==> config.mk <==
export PLATFORM = sky130hd
export DESIGN_NAME = pipe_skid_reg_flat
export DESIGN_NICKNAME = d
export VERILOG_FILES = /design/src/rtl/pipe_skid_reg_if.sv /design/src/rtl/pipe_skid_reg.sv /design/src/flat_wrapper.sv
export SDC_FILE = /design/constraint.sdc
export NUM_CORES = 1
export LEC_CHECK = 0
export BUFFER_PORTS_ARGS = -buffer_cell sky130_fd_sc_hd__buf_2
export CAP_MARGIN = 20
export CORE_MARGIN = 4
export CORE_UTILIZATION = 58
export DETAILED_ROUTE_END_ITERATION = 16
export PLACE_DENSITY = 0.82
export SLEW_MARGIN = 20
export SYNTH_ARGS = -nofsm -noshare
export SYNTH_HDL_FRONTEND = slang
export SYNTH_SLANG_ARGS = --single-unit
==> constraint.sdc <==
create_clock -name clk -period 4.5 [get_ports clk]
set_clock_uncertainty 0.1 [all_clocks]
set_input_delay 0.45 -clock clk [delete_from_list [all_inputs] [get_ports clk]]
set_output_delay 0.45 -clock clk [all_outputs]
set_load 0.005 [all_outputs]
==> src/rtl/pipe_skid_reg_if.sv <==
// Handshake bundle between a pipeline stage register and its producer/consumer.
// Both sides use valid/ready: a transfer happens on a rising edge where valid and ready are both high.
interface pipe_skid_reg_if #(
    parameter int WIDTH = 32
);
    logic             in_valid;
    logic             in_ready;
    logic [WIDTH-1:0] in_data;
    logic             out_valid;
    logic             out_ready;
    logic [WIDTH-1:0] out_data;
    logic [1:0]       occupancy;

    // Surrounding logic: drives the producer side and the consumer's ready.
    modport master (
        output in_valid, in_data, out_ready,
        input  in_ready, out_valid, out_data, occupancy
    );

    // The stage register itself.
    modport slave (
        input  in_valid, in_data, out_ready,
        output in_ready, out_valid, out_data, occupancy
    );
endinterface

==> src/rtl/pipe_skid_reg.sv <==
// Inter-stage pipeline register with a valid/ready handshake, a 2-entry skid buffer,
// a registered in_ready and a synchronous flush.
module pipe_skid_reg #(
    parameter int               WIDTH          = 32,
    parameter logic [WIDTH-1:0] RESET_DATA     = {WIDTH{1'b0}},
    parameter bit               CLEAR_ON_FLUSH = 1'b1
) (
    input  logic                 clk,
    input  logic                 rst_n,
    input  logic                 flush,
    pipe_skid_reg_if.slave       bus,
    output logic [1:0]           state_o
);
    // State is fully implied by the two valid bits; (main=0, skid=1) is unreachable.
    typedef enum logic [1:0] {
        S_EMPTY = 2'b00,
        S_ONE   = 2'b01,
        S_FULL  = 2'b11
    } state_t;

    logic             main_valid_q, main_valid_d;
    logic [WIDTH-1:0] main_data_q,  main_data_d;
    logic             skid_valid_q, skid_valid_d;
    logic [WIDTH-1:0] skid_data_q,  skid_data_d;
    logic             in_ready_q,   in_ready_d;
    logic             in_accept;
    logic             out_accept;
    state_t           state;

    assign state      = state_t'({skid_valid_q, main_valid_q});
    assign in_accept  = bus.in_valid & in_ready_q;
    assign out_accept = main_valid_q & bus.out_ready;

    always_comb begin
        main_valid_d = main_valid_q;
        main_data_d  = main_data_q;
        skid_valid_d = skid_valid_q;
        skid_data_d  = skid_data_q;
        if (flush) begin
            // The offered payload is dropped; a consumer handshake simply empties the stage.
            main_valid_d = 1'b0;
            skid_valid_d = 1'b0;
            if (CLEAR_ON_FLUSH) begin
                main_data_d = RESET_DATA;
                skid_data_d = RESET_DATA;
            end
        end else begin
            case (state)
                S_EMPTY: begin
                    if (in_accept) begin
                        main_valid_d = 1'b1;
                        main_data_d  = bus.in_data;
                    end
                end
                S_ONE: begin
                    if (in_accept && out_accept) begin
                        main_data_d = bus.in_data;
                    end else if (in_accept) begin
                        skid_valid_d = 1'b1;
                        skid_data_d  = bus.in_data;
                    end else if (out_accept) begin
                        main_valid_d = 1'b0;
                    end
                end
                S_FULL: begin
                    if (out_accept) begin
                        main_data_d  = skid_data_q;
                        skid_valid_d = 1'b0;
                    end
                end
                default: begin
                    main_valid_d = 1'b0;
                    skid_valid_d = 1'b0;
                end
            endcase
        end
        // Ready depends only on next-state storage, so stalls never chain combinationally.
        in_ready_d = ~skid_valid_d;
    end

    always_ff @(posedge clk) begin
        if (!rst_n) begin
            main_valid_q <= 1'b0;
            skid_valid_q <= 1'b0;
            main_data_q  <= RESET_DATA;
            skid_data_q  <= RESET_DATA;
            in_ready_q   <= 1'b1;
        end else begin
            main_valid_q <= main_valid_d;
            skid_valid_q <= skid_valid_d;
            main_data_q  <= main_data_d;
            skid_data_q  <= skid_data_d;
            in_ready_q   <= in_ready_d;
        end
    end

    assign bus.in_ready  = in_ready_q;
    assign bus.out_valid = main_valid_q;
    assign bus.out_data  = main_data_q;
    assign bus.occupancy = {1'b0, main_valid_q} + {1'b0, skid_valid_q};
    assign state_o       = state;
endmodule

==> src/flat_wrapper.sv <==
// flat-port wrapper written by rule: the top's interface ports become plain ports
module pipe_skid_reg_flat 
#(
    parameter int               WIDTH          = 32,
    parameter logic [WIDTH-1:0] RESET_DATA     = {WIDTH{1'b0}},
    parameter bit               CLEAR_ON_FLUSH = 1'b1
)
  (clk, rst_n, flush, state_o, bus_in_valid, bus_in_data, bus_out_ready, bus_in_ready, bus_out_valid, bus_out_data, bus_occupancy);
  pipe_skid_reg_if #(.WIDTH(WIDTH)) bus_i ();
  input  logic clk;
  input  logic rst_n;
  input  logic flush;
  output logic [1:0] state_o;
  input wire logic [$bits(bus_i.in_valid)-1:0] bus_in_valid;
  input wire logic [$bits(bus_i.in_data)-1:0] bus_in_data;
  input wire logic [$bits(bus_i.out_ready)-1:0] bus_out_ready;
  output wire logic [$bits(bus_i.in_ready)-1:0] bus_in_ready;
  output wire logic [$bits(bus_i.out_valid)-1:0] bus_out_valid;
  output wire logic [$bits(bus_i.out_data)-1:0] bus_out_data;
  output wire logic [$bits(bus_i.occupancy)-1:0] bus_occupancy;
  assign bus_i.in_valid = bus_in_valid;
  assign bus_i.in_data = bus_in_data;
  assign bus_i.out_ready = bus_out_ready;
  assign bus_in_ready = bus_i.in_ready;
  assign bus_out_valid = bus_i.out_valid;
  assign bus_out_data = bus_i.out_data;
  assign bus_occupancy = bus_i.occupancy;
  pipe_skid_reg #(.WIDTH(WIDTH), .RESET_DATA(RESET_DATA), .CLEAR_ON_FLUSH(CLEAR_ON_FLUSH)) u_core (.clk(clk), .rst_n(rst_n), .flush(flush), .bus(bus_i), .state_o(state_o));
endmodule
==> results of run 1 <==
state kept, by name (all words and copies together) (netlist names):
register,cells
u_core.bus.out_data,32
u_core.skid_data_q,32
u_core.bus.in_ready,1
u_core.bus.out_valid,1
u_core.skid_valid_q,1
cell families (layout without fill, tap and decap cells):
| kind of cell | after synthesis | count (layout) |
|---|---|---|
| buffers and inverters | 48 | 99 |
| DFF | 67 | 67 |
| AOI/OAI and AO/OA | 137 | 137 |
| muxes | 32 | 32 |
| adders and majority gates | 4 | 4 |
| and+or+nand+nor | 73 | 73 |
worst paths after layout:
| path | start | end | slack (ps) | cells past startpoint |
|---|---|---|---|---|
| max reg2reg | u_core.bus.out_valid | u_core.bus.out_data[7] | 1810 | 6 |
| min | bus_in_data[20] | u_core.skid_data_q[20] | 260 | 3 |
| min reg2reg | u_core.skid_data_q[21] | u_core.skid_data_q[21] | 370 | 2 |
| max | u_core.bus.out_valid | u_core.bus.out_data[7] | 1810 | 6 |
cell usage in the layout (no fill, tap or decap), drive strengths merged:
master	n
a21boi	1
a31oi	32
o31ai	1
nand3	33
a41o	32
o21ai	33
mux2i	32
dfxtp	67
and3	1
a211o	1
a21oi	33
clkbuf	11
nand2b	1
nor2	34
clkinv	3
nand2	2
inv	3
clkinvlp	1
and2	2
ha	4
o2bb2ai	2
buf	80
a211oi	2
bufinv	1
layout make-up:
class | count | share of cell area (%)
tap | 72 | 2.43
clock buffer | 11 | 3.81
inverter | 3 | 0.304
timing repair buffer | 80 | 11.4
multi-input combinational | 246 | 44.5
sequential | 67 | 36.2
clock inverter | 5 | 1.42
metal layers:
| metal | track usage (%) | vias to the layer above |
|---|---|---|
| li1 | - | 1450 |
| met1 | 31.3 | 1421 |
| met2 | 34.3 | 123 |
| met3 | 7.01 | 13 |
| met4 | 6.87 | 2 |
| met5 | 0 | - |
power by group:
part	internal, uW	switching (uW)	total [uW]
combinational	70.0	95.2	165
clock	268	229	497
sequential	613	11.2	624
critical path, cell delays in order, from the launching register on:
cell	delay (ps)
dfxtp_1	420
ha_2	230
buf_4	310
o2bb2ai_4	850
buf_4	400
a41o_1	200
nor2_1	40
per-stage QoR:
| stage | cell area (um^2) | hold slack [ps] | utilization (%) | cells | setup WS, ps |
|---|---|---|---|---|---|
| 2_1_floorplan | 3320 | 354 | - | 361 | 2820 |
| 3_3_place_gp | 3500 | 358 | 63.1 | 467 | 1950 |
| 5_1_grt | 3710 | 247 | 67.0 | 484 | 1630 |
| 4_1_cts | 3700 | 252 | 66.9 | 484 | 1800 |
| 6_report | 3710 | 261 | 67.0 | 484 | 1810 |
| 3_5_place_dp | 3510 | 365 | 63.4 | 468 | 1870 |
==> impl_metrics.json, run 1 <==
{
  "cts_buffers": 9,
  "synth_top_family_by_area": "compound AO/OA/AOI/OAI gates",
  "vias": 3009,
  "worstSetupEndpointType": "flip-flop",
  "dr.max_layer_used": "met5",
  "htreeDepth": 3,
  "io_pins": 75,
  "grt_max_degree": 65,
  "synthTopCellsByCount": "dfxtp_1, nor2_1, a21oi_1, nand3_1, o21ai_0",
  "rsz0062_at_grt": "false",
  "hold_class": "primary input to flip-flop",
  "cp.required_ps": 4640,
  "syn-cell-area_mm2": 0.00332,
  "drc": 0,
  "cts_sinks": 67,
  "cts_setup_buffers": 0,
  "cts_resized": 0,
  "power_density_mw_per_mm2": 347,
  "root_buffer": "clkbuf_8",
  "dr.pass1.iters": 5,
  "drive_above_1_share_pct": 24.5,
  "critical_path_class": "flip-flop to flip-flop",
  "syn_nets": 402,
  "wl_per_cell_um": 16.8,
  "coreArea_mm2": 0.00554,
  "grt_overflow": 0,
  "drv_cap": 0,
  "slew_headroom_pct": 29.0,
  "wl_um": 8110,
  "path_clk_slew_ps": 80,
  "wl_met1_um": 3650,
  "diodes": 0,
  "synth.mux.area_fraction_pct": 9.66,
  "portBuffers": 74,
  "setup.worst_path.start_class": "flip-flop",
  "ys_types": 25,
  "synthAdderAreaFrac_pct": 1.51,
  "tightest_slew_ps": 1070,
  "synth-simple-area-share_pct": 9.81,
  "synth_most_common_cell": "dfxtp_1",
  "hold_viol_final": 0,
  "regArea_mm2": 0.00134,
  "maxSlewViolCount": 0,
  "synth-seq-cells": 67,
  "synthCells": 361,
  "fin_nets": 448,
  "yosysTopAreaCell": "dfxtp_1",
  "place_congestion": 0.782,
  "dieHeight_um": 83.6,
  "synth_ff_type": "dfxtp_1",
  "setup_viol": 0,
  "leakagePower_uw": 0.00145,
  "met3_length_um": 619,
  "min_period_ps": 2690,
  "synth_compound_area_share_pct": 28.5,
  "rows": 27,
  "cp_max_fo": 43,
  "worstPathArrival_ps": 2830,
  "die-area_mm2": 0.00699,
  "grt_first_pass_wirelength_um": 13200,
  "status": "finished clean",
  "grt_pass1_vias": 2691,
  "fin_tns_setup_ps": 0,
  "async_reset_ff_share_pct": 0,
  "cts_hold_buffers": 0,
  "max_freq_mhz": 371,
  "synth_edf_count": 0,
  "antenna_found_initial": 1,
  "ir_drop_uv": 251,
  "multi_input_area_mm2": 0.00165,
  "vias_per_cell": 6.22,
  "synth_xor_area_share_pct": 0,
  "yosys-top-cells-area": "dfxtp_1, a41o_1, mux2i_1, a31oi_1, a21oi_1",
  "clkLatencyLatePin_ps": 350,
  "clock_path_buffers": 2,
  "synth_seq_area_share_pct": 40.5,
  "p_total_uw": 1290,
  "hpwl_um": 4900,
  "num-fill-cells": 491,
  "cts_tree": "yes",
  "track_usage_pct": 22.8,
  "syn_area_per_cell_um2": 9.18,
  "synth_top_area_share_pct": 40.5,
  "finalCritPeriodShare_pct": 59.9,
  "first_iter_violations": 268,
  "ys_warn_count": 0,
  "final_antenna_net_count": 0,
  "die_x_um": 83.6,
  "syn_to_final_growth_pct": 11.9,
  "wl_met2_um": 3730,
  "initial_utilization_pct": 59.8
}
No activity file was read; power rests on OpenSTA's default activity.
==> inputs of run 2 (changes only) <==
--- a/config.mk
+++ b/config.mk
@@ -5,12 +5,13 @@
 export SDC_FILE = /design/constraint.sdc
 export NUM_CORES = 1
 export LEC_CHECK = 0
+export ABC_AREA = 1
 export BUFFER_PORTS_ARGS = -buffer_cell sky130_fd_sc_hd__buf_2
 export CAP_MARGIN = 20
 export CORE_MARGIN = 4
-export CORE_UTILIZATION = 58
+export CORE_UTILIZATION = 48
 export DETAILED_ROUTE_END_ITERATION = 16
-export PLACE_DENSITY = 0.82
+export PLACE_DENSITY = 0.73
 export SLEW_MARGIN = 20
 export SYNTH_ARGS = -nofsm -noshare
 export SYNTH_HDL_FRONTEND = slang
==> constraint.sdc (replaced) <==
create_clock -name clk -period 2.2 [get_ports clk]
set_clock_uncertainty 0.1 [all_clocks]
set_input_delay 0.22 -clock clk [delete_from_list [all_inputs] [get_ports clk]]
set_output_delay 0.22 -clock clk [all_outputs]
set_load 0.005 [all_outputs]
==> impl_metrics.json, run 2 <==
{
  "status": "finished clean",
  "cp_max_fo": 22,
  "yosysTopAreaCell": "dfxtp_1",
  "intPower_uw": 2180,
  "synth_seq_area_share_pct": 43.8,
  "leakagePower_uw": 0.00179,
  "grt_overflow": 0,
  "place_congestion": 0.796,
  "final_antenna_net_count": 0,
  "p_switching_uw": 706,
  "synth_top_area_share_pct": 43.8,
  "cts_tree": "yes",
  "synthTopCellsByCount": "nor2_1, nand2_1, dfxtp_1",
  "grt_pass1_vias": 2710,
  "p_sw_share_pct": 24.5,
  "synthCells": 426,
  "p_seq_share_pct": 44.7,
  "timing.rr.start": "u_core.bus.out_valid",
  "clkPwrFrac_pct": 42.1,
  "drive_above_1_share_pct": 22.9,
  "root_buffer": "clkbuf_8",
  "dr.pass1.iters": 4,
  "cts_setup_buffers": 0,
  "place_ws_ps": 376,
  "fin_tns_setup_ps": 0,
  "worstPathArrival_ps": 1980,
  "path_clk_slew_ps": 70,
  "cts_resized": 0,
  "worstSetupEndpointType": "flip-flop",
  "vias": 2860,
  "hold_class": "primary input to flip-flop",
  "critical_path_class": "flip-flop to flip-flop",
  "maxSlewViolCount": 0,
  "cts_sinks": 67,
  "cts_buffers": 9,
  "crit_chain": "inv_1 -> ha_1 -> inv_1 -> nand2_1 -> nor2_4 -> buf_12 -> nand3_1 -> nand2_1 -> nor2_1",
  "synth_most_common_cell": "nor2_1",
  "synth_ff_type": "dfxtp_1",
  "ys_types": 19,
  "syn_to_final_growth_pct": 21.0,
  "clock_path_buffers": 2,
  "fin_nets": 533,
  "syn_area_per_cell_um2": 7.20,
  "ir_drop_uv": 645,
  "first_iter_violations": 200,
  "cpPeakStageDelay_ps": 450,
  "synth-seq-cells": 67,
  "die_x_um": 87.9,
  "die-area_mm2": 0.00773,
  "clkLatencyLatePin_ps": 330,
  "wl_um": 7310,
  "rows": 28,
  "coreArea_mm2": 0.00606,
  "diodes": 0,
  "antenna_found_initial": 0,
  "drc": 0,
  "initial_utilization_pct": 50.6,
  "track_usage_pct": 20.2,
  "power_density_mw_per_mm2": 778,
  "yosys-top-cells-area": "dfxtp_1, nor2_1, nand2_1, a21boi_0, nand3_1",
  "hpwl_um": 5010,
  "dieHeight_um": 87.9,
  "max_freq_mhz": 541,
  "synth_edf_count": 0,
  "slew_headroom_pct": 75.8,
  "htreeDepth": 3,
  "setup.worst_path.start_class": "flip-flop",
  "wl_per_cell_um": 12.8,
  "rsz0062_at_grt": "false",
  "layout_common_cells": "nor2_1, buf_2, nand2_1",
  "critical_path.startpoint": "u_core.bus.out_valid",
  "tightest_slew_ps": 362,
  "ys_warn_count": 0,
  "grt_max_degree": 56,
  "min_period_ps": 1850,
  "finalCritPeriodShare_pct": 84.0,
  "setup_viol": 0,
  "io_pins": 75,
  "hold_viol_final": 0,
  "portBuffers": 74,
  "critical-path-slowest-cell": "dfxtp_1",
  "syn_nets": 467,
  "p_comb_share_pct": 13.2,
  "grt_first_pass_wirelength_um": 12200,
  "vias_per_cell": 5.00,
  "async_reset_ff_share_pct": 0,
  "layout_commonest_cell": "nor2_1",
  "hold_start": "bus_in_data[19]",
  "setup_ws_ps": 353,
  "cp.required_ps": 2330,
  "drv_cap": 0,
  "syn-cell-area_mm2": 0.00307,
  "cts_hold_buffers": 0
}
[run 2: changes by cell type in the layout (fill, tap and decap cells not counted), moves of 32 or more]
cell     previous run  this run
mux2i_1            32         0
nand2_1             2        69
a41o_1             32         0
nor2_1             34       133
a31oi_1            32         0
a21oi_1            33         1
[run 2: worst paths after layout]
| kind | end | slack [ps] | cells past startpoint |
|---|---|---|---|
| max | u_core.bus.out_data[15] | 350 | 9 |
| min | u_core.skid_data_q[19] | 20 | 3 |
| max reg2reg | u_core.bus.out_data[15] | 350 | 9 |
| min reg2reg | u_core.bus.out_data[1] | 370 | 2 |
[run 2: final cells by class]
| class | instances | area [um^2] |
|---|---|---|
| Clock buffer | 13 | 179 |
| Clock inverter | 3 | 67.6 |
| Fill cell | 581 | 2350 |
| Inverter | 13 | 48.8 |
| Multi-Input combinational cell | 315 | 1480 |
| Sequential cell | 67 | 1340 |
| Tap cell | 75 | 93.8 |
| Timing Repair Buffer | 86 | 498 |
[run 2: logic make-up (layout without fill, tap and decap cells)]
| kind of cell | count (synthesis) | after routing | synth area share [%] |
|---|---|---|---|
| AO/OA/AOI/OAI | 66 | 66 | 13.4 |
| AND/OR/NAND/NOR | 245 | 245 | 33.0 |
| flip-flops | 67 | 67 | 43.8 |
| buffers and inverters | 44 | 115 | 8.20 |
| adder cells (fa/ha/maj) | 4 | 4 | 1.63 |
[run 2: metal layers]
| layer | global-route usage [%] | vias up | wire length [um] |
|---|---|---|---|
| met5 | 0 | - | 0 |
| met4 | 7.39 | 0 | 68 |
| met3 | 5.64 | 6 | 536 |
| met2 | 34.0 | 91 | 3430 |
| met1 | 24.6 | 1283 | 3270 |
| li1 | - | 1480 | - |
[run 2: critical path, delay by kind of cell (launching register included)]
family / cells / cell delay, ps
buffers and inverters: 3 / 390
DFF: 1 / 450
adders and majority gates: 1 / 220
and+or+nand+nor: 5 / 560
[run 2: power by group through the flow]
stage          Combinational [uW]  Clock [uW]  Sequential, uW
2_1_floorplan                 251           0            1320
3_3_place_gp                  377           0            1320
3_5_place_dp                  383           0            1320
4_1_cts                       385        1240            1290
5_1_grt                       434        1300            1300
6_report                      380        1220            1290
[run 2: metrics by stage]
step / hold WS [ps] / std cells / utilization (%) / area, um^2 / total power (uW)
6_report: 19.0 / 572 / 61.2 / 3710 / 2890
4_1_cts: 4.65 / 572 / 61.2 / 3710 / 2920
5_1_grt: 19.4 / 572 / 61.2 / 3710 / 3030
3_3_place_gp: 357 / 556 / 57.1 / 3460 / 1690
3_5_place_dp: 366 / 556 / 57.1 / 3460 / 1700
2_1_floorplan: 255 / 426 / - / 3070 / 1570
==> inputs of run 3 (changes only) <==
==> constraint.sdc (replaced) <==
create_clock -name clk -period 1.51 [get_ports clk]
set_clock_uncertainty 0.1 [all_clocks]
set_input_delay 0.151 -clock clk [delete_from_list [all_inputs] [get_ports clk]]
set_output_delay 0.151 -clock clk [all_outputs]
set_load 0.005 [all_outputs]
==> impl_metrics.json, run 3 (synthesized netlist as in run 2, its figures left out) <==
{
  "io_pins": 75,
  "die-area_mm2": 0.00773,
  "layout_common_cells": "nor2_1, buf_2, nand2_1, dfxtp_1, dlygate4sd3_1",
  "drive_above_1_share_pct": 35.5,
  "final_antenna_net_count": 0,
  "worstSetupEndpointType": "flip-flop",
  "critical-path-slowest-cell": "dfxtp_4",
  "htreeDepth": 3,
  "root_buffer": "clkbuf_8",
  "grt_first_pass_wirelength_um": 13800,
  "vias": 3330,
  "setup_ws_ps": -85.6,
  "finalCritPeriodShare_pct": 106,
  "path_buf_inv": 3,
  "cp.required_ps": 1640,
  "path_delay_family": "simple AND/OR/NAND/NOR gates",
  "cts_tree": "yes",
  "dp.cells": 563,
  "leakagePower_uw": 0.00213,
  "place_congestion": 0.791,
  "drv_cap": 0,
  "rsz0062_at_grt": "true",
  "tightest_slew_ps": 257,
  "violations": "negative setup slack",
  "antenna_found_initial": 0,
  "slew_headroom_pct": 82.7,
  "hold_viol_final": 0,
  "cp_max_fo": 6,
  "final_core_util_pct": 77.6,
  "cts_buffers": 9,
  "setup.worst_path.start_class": "flip-flop",
  "setup_viol": 47,
  "portBuffers": 74,
  "initial_utilization_pct": 50.6,
  "hpwl_um": 5200,
  "wl_um": 9900,
  "wl_per_cell_um": 15.9,
  "ir_drop_uv": 616,
  "final_cells": 624,
  "first_iter_violations": 289,
  "syn_to_final_growth_pct": 53.5,
  "critical_path_class": "flip-flop to flip-flop",
  "track_usage_pct": 22.9,
  "diodes": 0,
  "path_clk_slew_ps": 70,
  "power_density_mw_per_mm2": 915,
  "grt_overflow": 0,
  "hold_class": "primary input to flip-flop",
  "regToRegSetupSlack_ps": -90,
  "dr.pass1.iters": 6,
  "coreArea_mm2": 0.00606,
  "worstPathArrival_ps": 1730,
  "rows": 28,
  "crit_chain": "inv_2 -> ha_2 -> nand2_2 -> nand2_4 -> nor2_4 -> buf_12 -> buf_12 -> nor2_1 -> nor2_1",
  "grt_max_degree": 47,
  "grt_pass1_vias": 3019,
  "min_period_ps": 1600,
  "clock_path_buffers": 2,
  "layout_commonest_cell": "nor2_1",
  "status": "finished, violations left",
  "maxSlewViolCount": 0,
  "drc": 0,
  "fin_nets": 586,
  "die_x_um": 87.9,
  "dieHeight_um": 87.9,
  "vias_per_cell": 5.34,
  "cpPeakStageDelay_ps": 380,
  "cts_sinks": 67,
  "clkLatencyLatePin_ps": 350,
  "max_freq_mhz": 627
}
## run 3: final cells by class
| cell class | count | area [um^2] |
|---|---|---|
| clock buffers | 13 | 159 |
| clock inverters | 2 | 35.0 |
| fillers | 399 | 1360 |
| inverters | 13 | 58.8 |
| multi-input cells | 315 | 1800 |
| flip-flops and latches | 67 | 1350 |
| well taps | 75 | 93.8 |
| repair buffers | 139 | 1210 |
## run 3: worst paths after layout
| check | to | cells after the start | start |
|---|---|---|---|
| setup / recovery | u_core.bus.out_data[9] | 9 | u_core.bus.out_valid |
| hold reg to reg | u_core.bus.out_data[26] | 2 | u_core.bus.out_data[26] |
| hold / removal | u_core.skid_data_q[9] | 4 | flush |
| setup reg to reg | u_core.bus.out_data[9] | 9 | u_core.bus.out_valid |
## run 3: layer usage
metal / vias to the layer above / routed length [um] / global-route usage (%)
li1: 1594 / - / -
met1: 1555 / 4120 / 28.5
met2: 153 / 4900 / 37.6
met4: 0 / 275 / 10.0
met3: 28 / 606 / 5.36
met5: - / 0 / 0
## run 3: power breakdown
group	total (uW)	internal, uW	switching, uW
logic	911	441	470
registers	1890	1840	45.0
clock network	1510	843	665
total	4310	3120	1180
## run 3: metrics by stage
step	area [um^2]	power (uW)	setup WS, ps	hold slack, ps	TNS, ps
finish	4710	4310	-85.6	11.9	-1260
global route	4710	4480	-136	30.5	-4380
CTS	4270	4180	0.660	14.1	0
detailed placement	3580	2540	-175	300	-3240
global placement	3580	2520	-114	293	-1570
floorplan	3070	2290	17.7	186	0
## run 3: timing repair
action | in CTS | in global routing
pin swaps | 0 | 19
hold buffers | 32 | 0
gates cloned | 3 | 5
hold endpoints to repair | 32 | 0
setup buffers | 4 | 3
resized for setup | 22 | 102
endpoints found under the setup margin | 36 | 65
## run 3: tightest hold or removal path, cell delays in order
cell,delay [ps]
buf_2,110
nor2_4,60
o21ai_2,50
nor2_1,40
